--- src/rtl/weapon_pkg.sv ---
// weapon_pkg
// Shared types and constants for the weapon attack sequencer.
//   weapon_state_t : attack FSM states
//   CLASS_*        : char_class encodings that enable attacks
//   GAME_PLAYING   : game_active value that enables attacks
//   *_DMG          : damage added per accepted hit
//   sat_add8       : 8-bit add that clamps at 255
package weapon_pkg;

    typedef enum logic [1:0] {
        StIdle,
        StSwing,
        StFire,
        StCooldown
    } weapon_state_t;

    localparam logic [1:0] CLASS_MELEE  = 2'd1;
    localparam logic [1:0] CLASS_ARCHER = 2'd2;
    localparam logic [1:0] GAME_PLAYING = 2'd1;

    localparam logic [7:0] MELEE_DMG  = 8'd4;
    localparam logic [7:0] RANGED_DMG = 8'd1;

    function automatic logic [7:0] sat_add8(input logic [7:0] a, input logic [7:0] b);
        logic [8:0] sum;
        sum = {1'b0, a} + {1'b0, b};
        return sum[8] ? 8'hFF : sum[7:0];
    endfunction

endpackage

--- src/rtl/weapon_attack_ctrl_if.sv ---
// weapon_attack_ctrl_if
// Bundles the frame/mouse/slot/hit inputs and the attack/damage outputs of the
// attack sequencer.
//   master : environment side (drives inputs, observes outputs)
//   slave  : weapon_attack_ctrl side
// Parameter PROJECTILE_COUNT sizes slot_busy and fire_slot.
interface weapon_attack_ctrl_if #(
    parameter int unsigned PROJECTILE_COUNT = 4
);
    localparam int unsigned SlotW = (PROJECTILE_COUNT > 1) ? $clog2(PROJECTILE_COUNT) : 1;

    logic                        frame_tick;
    logic [1:0]                  game_active;
    logic [1:0]                  char_class;
    logic                        mouse_clicked;
    logic [PROJECTILE_COUNT-1:0] slot_busy;
    logic                        melee_hit;
    logic                        projectile_hit;

    logic                        swing_start;
    logic                        swing_active;
    logic                        fire_req;
    logic [SlotW-1:0]            fire_slot;
    logic                        cooldown_active;
    logic                        dmg_valid;
    logic [7:0]                  dmg;

    modport master (
        output frame_tick, game_active, char_class, mouse_clicked, slot_busy,
               melee_hit, projectile_hit,
        input  swing_start, swing_active, fire_req, fire_slot, cooldown_active,
               dmg_valid, dmg
    );

    modport slave (
        input  frame_tick, game_active, char_class, mouse_clicked, slot_busy,
               melee_hit, projectile_hit,
        output swing_start, swing_active, fire_req, fire_slot, cooldown_active,
               dmg_valid, dmg
    );

endinterface

--- src/rtl/free_slot_finder.sv ---
// free_slot_finder
// Combinational priority encoder: lowest index whose busy flag is clear.
//   slot_busy : per-slot in-flight flags
//   found     : at least one slot is free
//   index     : lowest free slot (0 when none is free)
module free_slot_finder #(
    parameter int unsigned SlotCount = 4,
    parameter int unsigned IdxW      = 2
) (
    input  logic [SlotCount-1:0] slot_busy,
    output logic                 found,
    output logic [IdxW-1:0]      index
);

    // Scan downwards so the lowest free slot is the last (winning) assignment.
    always_comb begin
        found = 1'b0;
        index = '0;
        for (int i = SlotCount - 1; i >= 0; i--) begin
            if (!slot_busy[i]) begin
                found = 1'b1;
                index = IdxW'(i);
            end
        end
    end

endmodule

--- src/rtl/weapon_attack_ctrl.sv ---
// weapon_attack_ctrl
// Turns mouse click edges into rate-limited melee swings or projectile launches
// depending on char_class, and converts hit events into damage pulses.
//   clk, rst : system clock, asynchronous active-low reset
//   atk_if   : weapon_attack_ctrl_if.slave (frame_tick, game_active, char_class,
//              mouse_clicked, slot_busy, melee_hit, projectile_hit in;
//              swing_start, swing_active, fire_req, fire_slot, cooldown_active,
//              dmg_valid, dmg out). All outputs are registered.
// Build option: define WEAPON_CLICK_BUFFER_EN to remember one click made while
// busy and replay it on the first IDLE cycle.
module weapon_attack_ctrl
    import weapon_pkg::*;
#(
    parameter int unsigned PROJECTILE_COUNT = 4,
    parameter int unsigned SWING_FRAMES     = 10,
    parameter int unsigned MELEE_COOLDOWN   = 20,
    parameter int unsigned RANGED_COOLDOWN  = 12
) (
    input logic                 clk,
    input logic                 rst,
    weapon_attack_ctrl_if.slave atk_if
);

    localparam int unsigned SlotW   = (PROJECTILE_COUNT > 1) ? $clog2(PROJECTILE_COUNT) : 1;
    localparam int unsigned CntMaxA = (SWING_FRAMES > MELEE_COOLDOWN) ? SWING_FRAMES
                                                                      : MELEE_COOLDOWN;
    localparam int unsigned CntMax  = (CntMaxA > RANGED_COOLDOWN) ? CntMaxA : RANGED_COOLDOWN;
    localparam int unsigned CntW    = $clog2(CntMax + 1);

    localparam logic [CntW-1:0] SwingLoad  = CntW'(SWING_FRAMES);
    localparam logic [CntW-1:0] MeleeLoad  = CntW'(MELEE_COOLDOWN);
    localparam logic [CntW-1:0] RangedLoad = CntW'(RANGED_COOLDOWN);

    weapon_state_t   state_q, state_d;
    logic [CntW-1:0] cnt_q, cnt_d;
    logic            mouse_q;
    logic [1:0]      class_q;
    logic            swing_hit_q, swing_hit_d;
`ifdef WEAPON_CLICK_BUFFER_EN
    logic            pend_q, pend_d;
`endif

    logic             swing_start_q, swing_start_d;
    logic             swing_active_q, swing_active_d;
    logic             fire_req_q, fire_req_d;
    logic [SlotW-1:0] fire_slot_q, fire_slot_d;
    logic             cooldown_active_q, cooldown_active_d;
    logic             dmg_valid_q, dmg_valid_d;
    logic [7:0]       dmg_q, dmg_d;

    logic             enabled, abort, click_edge, attack, cnt_last;
    logic             melee_take, ranged_take;
    logic             slot_found;
    logic [SlotW-1:0] slot_idx;

    free_slot_finder #(
        .SlotCount(PROJECTILE_COUNT),
        .IdxW     (SlotW)
    ) u_free_slot_finder (
        .slot_busy(atk_if.slot_busy),
        .found    (slot_found),
        .index    (slot_idx)
    );

    always_comb begin
        enabled    = (atk_if.game_active == GAME_PLAYING) &&
                     ((atk_if.char_class == CLASS_MELEE) || (atk_if.char_class == CLASS_ARCHER));
        // A class switch mid-attack is treated like losing enable.
        abort      = !enabled || (atk_if.char_class != class_q);
        click_edge = atk_if.mouse_clicked & ~mouse_q;
        cnt_last   = (cnt_q == CntW'(1));
`ifdef WEAPON_CLICK_BUFFER_EN
        attack     = click_edge | pend_q;
`else
        attack     = click_edge;
`endif
    end

    // Next-state logic.
    always_comb begin
        state_d = state_q;
        cnt_d   = cnt_q;
`ifdef WEAPON_CLICK_BUFFER_EN
        pend_d  = pend_q;
`endif
        unique case (state_q)
            StIdle: begin
`ifdef WEAPON_CLICK_BUFFER_EN
                pend_d = 1'b0;
`endif
                if (attack) begin
                    if (atk_if.char_class == CLASS_MELEE) begin
                        state_d = StSwing;
                        cnt_d   = SwingLoad;
                    end else if (slot_found) begin
                        state_d = StFire;
                    end
                end
            end
            StSwing: begin
                if (atk_if.frame_tick) begin
                    if (cnt_last) begin
                        state_d = StCooldown;
                        cnt_d   = MeleeLoad;
                    end else begin
                        cnt_d = cnt_q - CntW'(1);
                    end
                end
            end
            StFire: begin
                state_d = StCooldown;
                cnt_d   = RangedLoad;
            end
            StCooldown: begin
                if (atk_if.frame_tick) begin
                    if (cnt_last) begin
                        state_d = StIdle;
                        cnt_d   = '0;
                    end else begin
                        cnt_d = cnt_q - CntW'(1);
                    end
                end
            end
            default: state_d = StIdle;
        endcase
`ifdef WEAPON_CLICK_BUFFER_EN
        // Only one click is remembered; further edges while set are dropped.
        if ((state_q != StIdle) && click_edge) pend_d = 1'b1;
`endif
        if (abort) begin
            state_d = StIdle;
            cnt_d   = '0;
`ifdef WEAPON_CLICK_BUFFER_EN
            pend_d  = 1'b0;
`endif
        end
    end

    // Registered outputs are derived from the next state so they line up with it.
    always_comb begin
        melee_take  = !abort && (state_q == StSwing) && atk_if.melee_hit && !swing_hit_q;
        ranged_take = !abort && atk_if.projectile_hit;
        swing_hit_d = (state_d == StSwing) && (swing_hit_q || melee_take);

        swing_start_d     = (state_q == StIdle) && (state_d == StSwing);
        swing_active_d    = (state_d == StSwing);
        fire_req_d        = (state_d == StFire);
        fire_slot_d       = fire_req_d ? slot_idx : '0;
        cooldown_active_d = (state_d == StCooldown);
        dmg_valid_d       = melee_take || ranged_take;
        dmg_d             = sat_add8(melee_take ? MELEE_DMG : 8'd0,
                                     ranged_take ? RANGED_DMG : 8'd0);
    end

    always_ff @(posedge clk or negedge rst) begin
        if (!rst) begin
            state_q           <= StIdle;
            cnt_q             <= '0;
            mouse_q           <= 1'b0;
            class_q           <= 2'd0;
            swing_hit_q       <= 1'b0;
            swing_start_q     <= 1'b0;
            swing_active_q    <= 1'b0;
            fire_req_q        <= 1'b0;
            fire_slot_q       <= '0;
            cooldown_active_q <= 1'b0;
            dmg_valid_q       <= 1'b0;
            dmg_q             <= 8'd0;
        end else begin
            state_q           <= state_d;
            cnt_q             <= cnt_d;
            mouse_q           <= atk_if.mouse_clicked;
            class_q           <= atk_if.char_class;
            swing_hit_q       <= swing_hit_d;
            swing_start_q     <= swing_start_d;
            swing_active_q    <= swing_active_d;
            fire_req_q        <= fire_req_d;
            fire_slot_q       <= fire_slot_d;
            cooldown_active_q <= cooldown_active_d;
            dmg_valid_q       <= dmg_valid_d;
            dmg_q             <= dmg_valid_d ? dmg_d : 8'd0;
        end
    end

`ifdef WEAPON_CLICK_BUFFER_EN
    always_ff @(posedge clk or negedge rst) begin
        if (!rst) begin
            pend_q <= 1'b0;
        end else begin
            pend_q <= pend_d;
        end
    end
`endif

    assign atk_if.swing_start     = swing_start_q;
    assign atk_if.swing_active    = swing_active_q;
    assign atk_if.fire_req        = fire_req_q;
    assign atk_if.fire_slot       = fire_slot_q;
    assign atk_if.cooldown_active = cooldown_active_q;
    assign atk_if.dmg_valid       = dmg_valid_q;
    assign atk_if.dmg             = dmg_q;

endmodule

--- src/flat_wrapper.sv ---
// flat-port wrapper written by rule: the top's interface ports become plain ports
module weapon_attack_ctrl_flat import weapon_pkg::*;
#(
    parameter int unsigned PROJECTILE_COUNT = 4,
    parameter int unsigned SWING_FRAMES     = 10,
    parameter int unsigned MELEE_COOLDOWN   = 20,
    parameter int unsigned RANGED_COOLDOWN  = 12
)
  (clk, rst, atk_if_frame_tick, atk_if_game_active, atk_if_char_class, atk_if_mouse_clicked, atk_if_slot_busy, atk_if_melee_hit, atk_if_projectile_hit, atk_if_swing_start, atk_if_swing_active, atk_if_fire_req, atk_if_fire_slot, atk_if_cooldown_active, atk_if_dmg_valid, atk_if_dmg);
  weapon_attack_ctrl_if #(.PROJECTILE_COUNT(PROJECTILE_COUNT)) atk_if_i ();
  input logic clk;
  input logic rst;
  input wire logic [$bits(atk_if_i.frame_tick)-1:0] atk_if_frame_tick;
  input wire logic [$bits(atk_if_i.game_active)-1:0] atk_if_game_active;
  input wire logic [$bits(atk_if_i.char_class)-1:0] atk_if_char_class;
  input wire logic [$bits(atk_if_i.mouse_clicked)-1:0] atk_if_mouse_clicked;
  input wire logic [$bits(atk_if_i.slot_busy)-1:0] atk_if_slot_busy;
  input wire logic [$bits(atk_if_i.melee_hit)-1:0] atk_if_melee_hit;
  input wire logic [$bits(atk_if_i.projectile_hit)-1:0] atk_if_projectile_hit;
  output wire logic [$bits(atk_if_i.swing_start)-1:0] atk_if_swing_start;
  output wire logic [$bits(atk_if_i.swing_active)-1:0] atk_if_swing_active;
  output wire logic [$bits(atk_if_i.fire_req)-1:0] atk_if_fire_req;
  output wire logic [$bits(atk_if_i.fire_slot)-1:0] atk_if_fire_slot;
  output wire logic [$bits(atk_if_i.cooldown_active)-1:0] atk_if_cooldown_active;
  output wire logic [$bits(atk_if_i.dmg_valid)-1:0] atk_if_dmg_valid;
  output wire logic [$bits(atk_if_i.dmg)-1:0] atk_if_dmg;
  assign atk_if_i.frame_tick = atk_if_frame_tick;
  assign atk_if_i.game_active = atk_if_game_active;
  assign atk_if_i.char_class = atk_if_char_class;
  assign atk_if_i.mouse_clicked = atk_if_mouse_clicked;
  assign atk_if_i.slot_busy = atk_if_slot_busy;
  assign atk_if_i.melee_hit = atk_if_melee_hit;
  assign atk_if_i.projectile_hit = atk_if_projectile_hit;
  assign atk_if_swing_start = atk_if_i.swing_start;
  assign atk_if_swing_active = atk_if_i.swing_active;
  assign atk_if_fire_req = atk_if_i.fire_req;
  assign atk_if_fire_slot = atk_if_i.fire_slot;
  assign atk_if_cooldown_active = atk_if_i.cooldown_active;
  assign atk_if_dmg_valid = atk_if_i.dmg_valid;
  assign atk_if_dmg = atk_if_i.dmg;
  weapon_attack_ctrl #(.PROJECTILE_COUNT(PROJECTILE_COUNT), .SWING_FRAMES(SWING_FRAMES), .MELEE_COOLDOWN(MELEE_COOLDOWN), .RANGED_COOLDOWN(RANGED_COOLDOWN)) u_core (.clk(clk), .rst(rst), .atk_if(atk_if_i));
endmodule
--- config.mk ---
export PLATFORM = sky130hd
export DESIGN_NAME = weapon_attack_ctrl_flat
export DESIGN_NICKNAME = d
export VERILOG_FILES = /design/src/rtl/weapon_pkg.sv /design/src/rtl/weapon_attack_ctrl_if.sv /design/src/rtl/free_slot_finder.sv /design/src/rtl/weapon_attack_ctrl.sv /design/src/flat_wrapper.sv
export SDC_FILE = /design/constraint.sdc
export NUM_CORES = 1
export LEC_CHECK = 0
export BUFFER_PORTS_ARGS = -buffer_cell sky130_fd_sc_hd__buf_4
export CELL_PAD_IN_SITES_DETAIL_PLACEMENT = 0
export CELL_PAD_IN_SITES_GLOBAL_PLACEMENT = 1
export CORE_AREA = 2 2 57 59
export CTS_BUF_LIST = sky130_fd_sc_hd__clkbuf_8
export CTS_CLUSTER_SIZE = 10
export DETAILED_ROUTE_END_ITERATION = 12
export DIE_AREA = 0 0 59 61
export GPL_TIMING_DRIVEN = 0
export PLACE_DENSITY = 0.74
export SYNTH_ARGS = -nofsm -noshare
export SYNTH_HDL_FRONTEND = slang
export SYNTH_HIERARCHICAL = 1
export SYNTH_SLANG_ARGS = --single-unit
--- constraint.sdc ---
create_clock -name clk -period 1.6 [get_ports clk]
set_clock_uncertainty 0.05 [all_clocks]
set_input_delay 0.08 -clock clk [delete_from_list [all_inputs] [get_ports clk]]
set_output_delay 0.08 -clock clk [all_outputs]
set_load 0.05 [all_outputs]
## Yosys cells after proc, flatten, opt, wreduce, memory -nomap -nowiden

Index checks and enable logic that the tools add are counted.

- Bits of input ports: 14
- Bits in registers: 26
- Logic and storage cells: 77
- Output and inout port bits: 15

- Multiplexer cells: 30
- Bitwise logic cells: 2
- Add/subtract/negate cells: 2
- Reduce and logical (&&, ||, !) cells: 16
- Eq/ne operators: 15

Operators by type and width:

| operator | count |
|---|---|
| $mux W5 | 7 |
| $mux W2 | 13 |
| $pmux W5 S4 | 1 |
| $mux W8 | 2 |
| $eq A2 B2 Y1 const B | 5 |
| $add A8 B8 Y9 | 1 |
| $eq A2 B1 Y1 const B | 4 |
| $pmux W2 S4 | 1 |
| $logic_and A1 B1 Y1 | 7 |
| $ne A3 B1 Y1 const B | 2 |
| $ne A3 B2 Y1 const B | 2 |
| $eq A5 B1 Y1 const B | 1 |
| $mux W1 | 5 |
| $sub A5 B1 Y5 const B | 1 |
| $logic_or A1 B1 Y1 | 4 |
| $reduce_and A4 Y1 | 1 |
| $logic_not A1 Y1 | 3 |
| $mux W3 | 1 |
| $logic_not A2 Y1 | 1 |
| $ne A2 B2 Y1 | 1 |
| $and A1 B1 Y1 | 1 |
| $not A1 Y1 | 1 |

## Depth between registers and ports, before layout

- Depth in word-level cells: 13
- Gate-level depth with buffers: 7
- Mapped depth without buffers: 6

## Hierarchy

Netlist, hierarchy kept.

Modules (own cells, without submodules):

| module | cells an instance | instances | area an instance (um^2) |
|---|---|---|---|
| weapon_attack_ctrl | 97 | 1 | 997.2 |
| free_slot_finder | 5 | 1 | 28.8 |

## Least setup slack after synthesis

Ideal clock, no wire load.

- Path type: register -> register
- Start: register u_core.cnt_q[0]
- End: register u_core.swing_hit_q
- Slack: -0.071 ns
- Cell stages (with the launch flop): 6
- Required time: 1.470 ns
- Data arrival time: 1.540 ns
- Library setup time: 0.080 ns
- Path through: dfrtp_1 ha_1 nor4b_2 and4_4 or3b_4 nor3_2

- Cells in the longest elaborated chain, start to end: 7
- Elaborated cells on any way between the ends: 9
- Those cells by class: eq/ne (2); mux (6); reduce/logical (1)

RTL lines:

| item | RTL line | text |
|---|---|---|
| from (decl) | weapon_attack_ctrl.sv:35 | `logic [CntW-1:0] cnt_q, cnt_d;` |
| from (signal assigned) | weapon_attack_ctrl.sv:171 | `cnt_q <= cnt_d;` |
| $eq A5 B1 Y1 * | weapon_attack_ctrl.sv:71 | `cnt_last = (cnt_q == CntW'(1));` |
| $mux W2 (on tied branches) | weapon_attack_ctrl.sv:116, weapon_attack_ctrl.sv:102 |  |
| $mux W2 (on tied branches) | weapon_attack_ctrl.sv:115, weapon_attack_ctrl.sv:101 |  |
| $pmux W2 S4 * | weapon_attack_ctrl.sv:86 | `unique case (state_q)` |
| $mux W2 * | weapon_attack_ctrl.sv:130 | `if (abort) begin` |
| $eq A2 B1 Y1 * | weapon_attack_ctrl.sv:143 | `swing_hit_d = (state_d == StSwing) && (swing_hit_q \|\| melee_take);` |
| $logic_and A1 B1 Y1 * | weapon_attack_ctrl.sv:143 |  |
| via u_core.swing_hit_d | weapon_attack_ctrl.sv:38 | `logic swing_hit_q, swing_hit_d;` |
| to (signal assigned) | weapon_attack_ctrl.sv:174 | `swing_hit_q <= swing_hit_d;` |
| to (decl) | weapon_attack_ctrl.sv:38 |  |

Mark *: on every way through the listed nets, which the timed path passes. The rest lies on a longest branch.
A chain may end at the register's enable or synchronous reset.

## Final worst setup path

- Start: register u_core.cnt_q[0]
- End: register u_core.swing_start_q, in the netlist u_core/atk_if.swing_start

- Cells in the longest elaborated chain, start to end: 7
- Elaborated cells on any way between the ends: 9
- Those cells by class: eq/ne (2); mux (6); reduce/logical (1)

RTL lines:

| item | RTL line | text |
|---|---|---|
| $eq A5 B1 Y1 * | weapon_attack_ctrl.sv:71 |  |
| $mux W2 (on tied branches) | weapon_attack_ctrl.sv:116, weapon_attack_ctrl.sv:102 |  |
| $mux W2 (on tied branches) | weapon_attack_ctrl.sv:115, weapon_attack_ctrl.sv:101 |  |
| $pmux W2 S4 * | weapon_attack_ctrl.sv:86 |  |
| $mux W2 * | weapon_attack_ctrl.sv:130 |  |
| $eq A2 B1 Y1 * | weapon_attack_ctrl.sv:145 | `swing_start_d = (state_q == StIdle) && (state_d == StSwing);` |
| $logic_and A1 B1 Y1 * | weapon_attack_ctrl.sv:145 |  |
| via u_core.swing_start_d | weapon_attack_ctrl.sv:43 | `logic swing_start_q, swing_start_d;` |
| to (signal assigned) | weapon_attack_ctrl.sv:175 | `swing_start_q <= swing_start_d;` |
| to (decl) | weapon_attack_ctrl.sv:43 |  |

Marked as above.

==> results.toml <==
[synth]
yosysTopAreaCellShare_pct = 48.8
synthCells = 102
syn_avg_cell_area_um2 = 10.1
synthArstFlopShare_pct = 100
synth_area_um2 = 1030
synthTopCellsByArea = "dfrtp_1 49%, buf_4 4.4%, nor2_1 4.4%"
synthFlopType = "dfrtp_1"
synth_edf_count = 0
synth_cell_types = 36
synth_warnings = 6
yosys.area.top_type = "dfrtp_1"
ys_seq_elements = 20
ys_seq_area_share_pct = 48.8

[floorplan]
die-area_um2 = 3600
die_y_um = 61
initial_core_util_pct = 34.7
rows = 20
dieWidth_um = 59
pin_count = 29
core_area_um2 = 2950

[routing]
drt-total-wl_mm = 2.23
drc = 0
ant_nets = 0
vias_per_cell = 4.76
wl_per_cell_um = 12.8
dr_total_vias = 828
drt_iter0_drc = 10
dr.pass1.iters = 4

[place]
dp_slack_ns = -0.0916
gp_congestion = 0.719
place_hpwl_mm = 1.53
numPortBuffers = 22

[worst_setup_path]
cpPeakStageDelay_ns = 0.44
worstSetupPathType = "register to register"
cp_data_arrival_time_ns = 1.74
cpLargestDelayFamily = "simple AND/OR/NAND/NOR gates"
cp_slowest_cell = "dfrtp_2"
crit_required_ns = 1.73
cp_max_fo = 5
startpoint_type = "register"
r2r_start = "u_core/cnt_q[0]$_DFFE_PN0P_"
worstPathCellList = "ha_4, nor4b_4, and4_4, or3b_4, nor2b_1"
startpoint = "u_core/cnt_q[0]$_DFFE_PN0P_"
path_buf_inv = 0
cp-end-kind = "register"

[final_layout]
nFillCells = 301
multi_input_area_um2 = 517
seq_area_um2 = 502
post-route-util_pct = 48.2
area_growth_pct = 38.8
fin_nets = 160
most-common-layout-cells = "32 x buf_4, 19 x dfrtp_1, 10 x nor2_1"
drive_gt1_share_pct = 37.6
antenna_cells = 0
layout_commonest_cell = "buf_4"

[grt]
grt_max_degree = 21
overflow = 0
grt_pass1_wl_mm = 3.88
grt_use_total_pct = 14.4
antenna_found_initial = 0
first_global_vias = 894

[outcome]
violations = "negative setup slack"
outcome = "finished with violations"

[timing]
finalSetupViolCount = 2
slew_viol_final = 0
fin_crit_ns = 1.60
period_share_pct = 100
finalSetupTns_ns = -0.00350
max_freq_mhz = 624
rsz0062_at_grt = "true"
final_hold_viol_count = 0
worst_slack_ns = -0.00256

[clock_network]
cts_tree = "done"
cts_root_buffer = "clkbuf_8"
worstSkewPairLatency_ns = 0.25
cts_buffers = 3
h-tree-depth = 1
cts_num_sinks = 20
clk_pin_slew_worst_paths_ns = 0.07
clockBufferDepth = 2

[hold_path]
hp-class = "input pin to register"
hp-start = "atk_if_slot_busy[2]"

[power]
ir_worst_vdd_mv = 0.357
p_leak_nw = 0.700
total_power_mw = 0.964
powerDensity_nw_per_um2 = 677

[flow_run]
cap_violations = 0
-- metal layers --
metal	global-route usage (%)	vias up	wire (um)
met5	0	-	0
met4	6.17	0	27
met3	3.62	4	83
met2	25.6	14	1190
met1	16.4	395	928
li1	-	415	-
-- final timing paths --
kind                                                        end  slack (ns)  cells after the start
max in group asynchronous           u_core/cnt_q[0]$_DFFE_PN0P_        1.09                      2
hold / removal             u_core/atk_if.fire_slot[1]$_DFF_PN0_        0.09                      3
setup reg to reg            u_core/atk_if.swing_start$_DFF_PN0_      -0.003                      5
hold reg to reg                  u_core/atk_if.dmg[2]$_DFF_PN0_        0.40                      1
min in group asynchronous           u_core/class_q[1]$_DFF_PN0_        0.19                      2
setup / recovery            u_core/atk_if.swing_start$_DFF_PN0_      -0.003                      5
-- sequential cells by signal, indices dropped and copies added (netlist names) --
name,count
u_core/atk_if.dmg_valid,1
u_core/atk_if.swing_start,1
u_core/atk_if.swing_active,1
u_core/cnt_q,5
u_core/state_q,2
u_core/atk_if.dmg,2
u_core/atk_if.fire_slot,2
u_core/mouse_q,1
u_core/class_q,2
u_core/atk_if.fire_req,1
u_core/atk_if.cooldown_active,1
u_core/swing_hit_q,1
-- power breakdown --
part / internal [mW] / switching, mW / leakage (nW)
combinational: 0.0576 / 0.0774 / 0.408
clock: 0.167 / 0.149 / 0.0216
sequential: 0.511 / 0.00265 / 0.271
total: 0.735 / 0.229 / 0.700
-- cells by family (layout without fill, tap and decap cells) --
family,count (synthesis),in the layout,synth area share [%]
simple gates,44,44,25.2
flops,20,20,48.8
compound gates,15,15,10.0
buf+inv,14,48,7.32
fa+ha+maj,3,3,3.66
mux,3,3,2.93
xor+xnor,2,2,1.71
other cells,1,6,0.366
-- cell usage after synthesis (3+ instances only) --
cell type and n:
nand2b_1 4, nor3_1 5, nor2_1 12, ha_1 3, nand2_1 5, mux2i_1 3, inv_1 6, dfrtp_1 20
buf_4 6, a21oi_1 6
-- tightest hold or removal path, delay by kind of cell --
kind	cells	cell delay, ns
AOI/OAI and AO/OA	1	0.05
buffers and inverters	1	0.09
and+or+nand+nor	1	0.13
-- stage by stage --
stage	cell area [um^2]	hold WS, ns	cells
finish	1420	0.0863	174
global route	1420	0.0825	174
CTS	1380	0.0799	172
detailed placement	1250	-0.0748	162
global placement	1250	-0.0785	162
floorplan	1050	-0.266	107
-- layout make-up --
class                      count  share of cell area (%)
multi-input combinational     73                    36.3
sequential                    20                    35.2
timing repair buffer          31                    17.2
buffer                         8                    3.87
clock buffer                   3                    2.90
tap                           33                    2.90
inverter                       6                    1.58
-- repair_timing --
action / 4_1_cts / 5_1_grt
endpoints found under the setup margin: 7 / 12
buffers inserted: 2 / 2
gates resized for setup: 4 / 11
hold buffers: 5 / 0
hold endpoints to repair: 24 / 0
pin swaps: 3 / 5
Note: power is estimated with default switching activity, not from simulation.
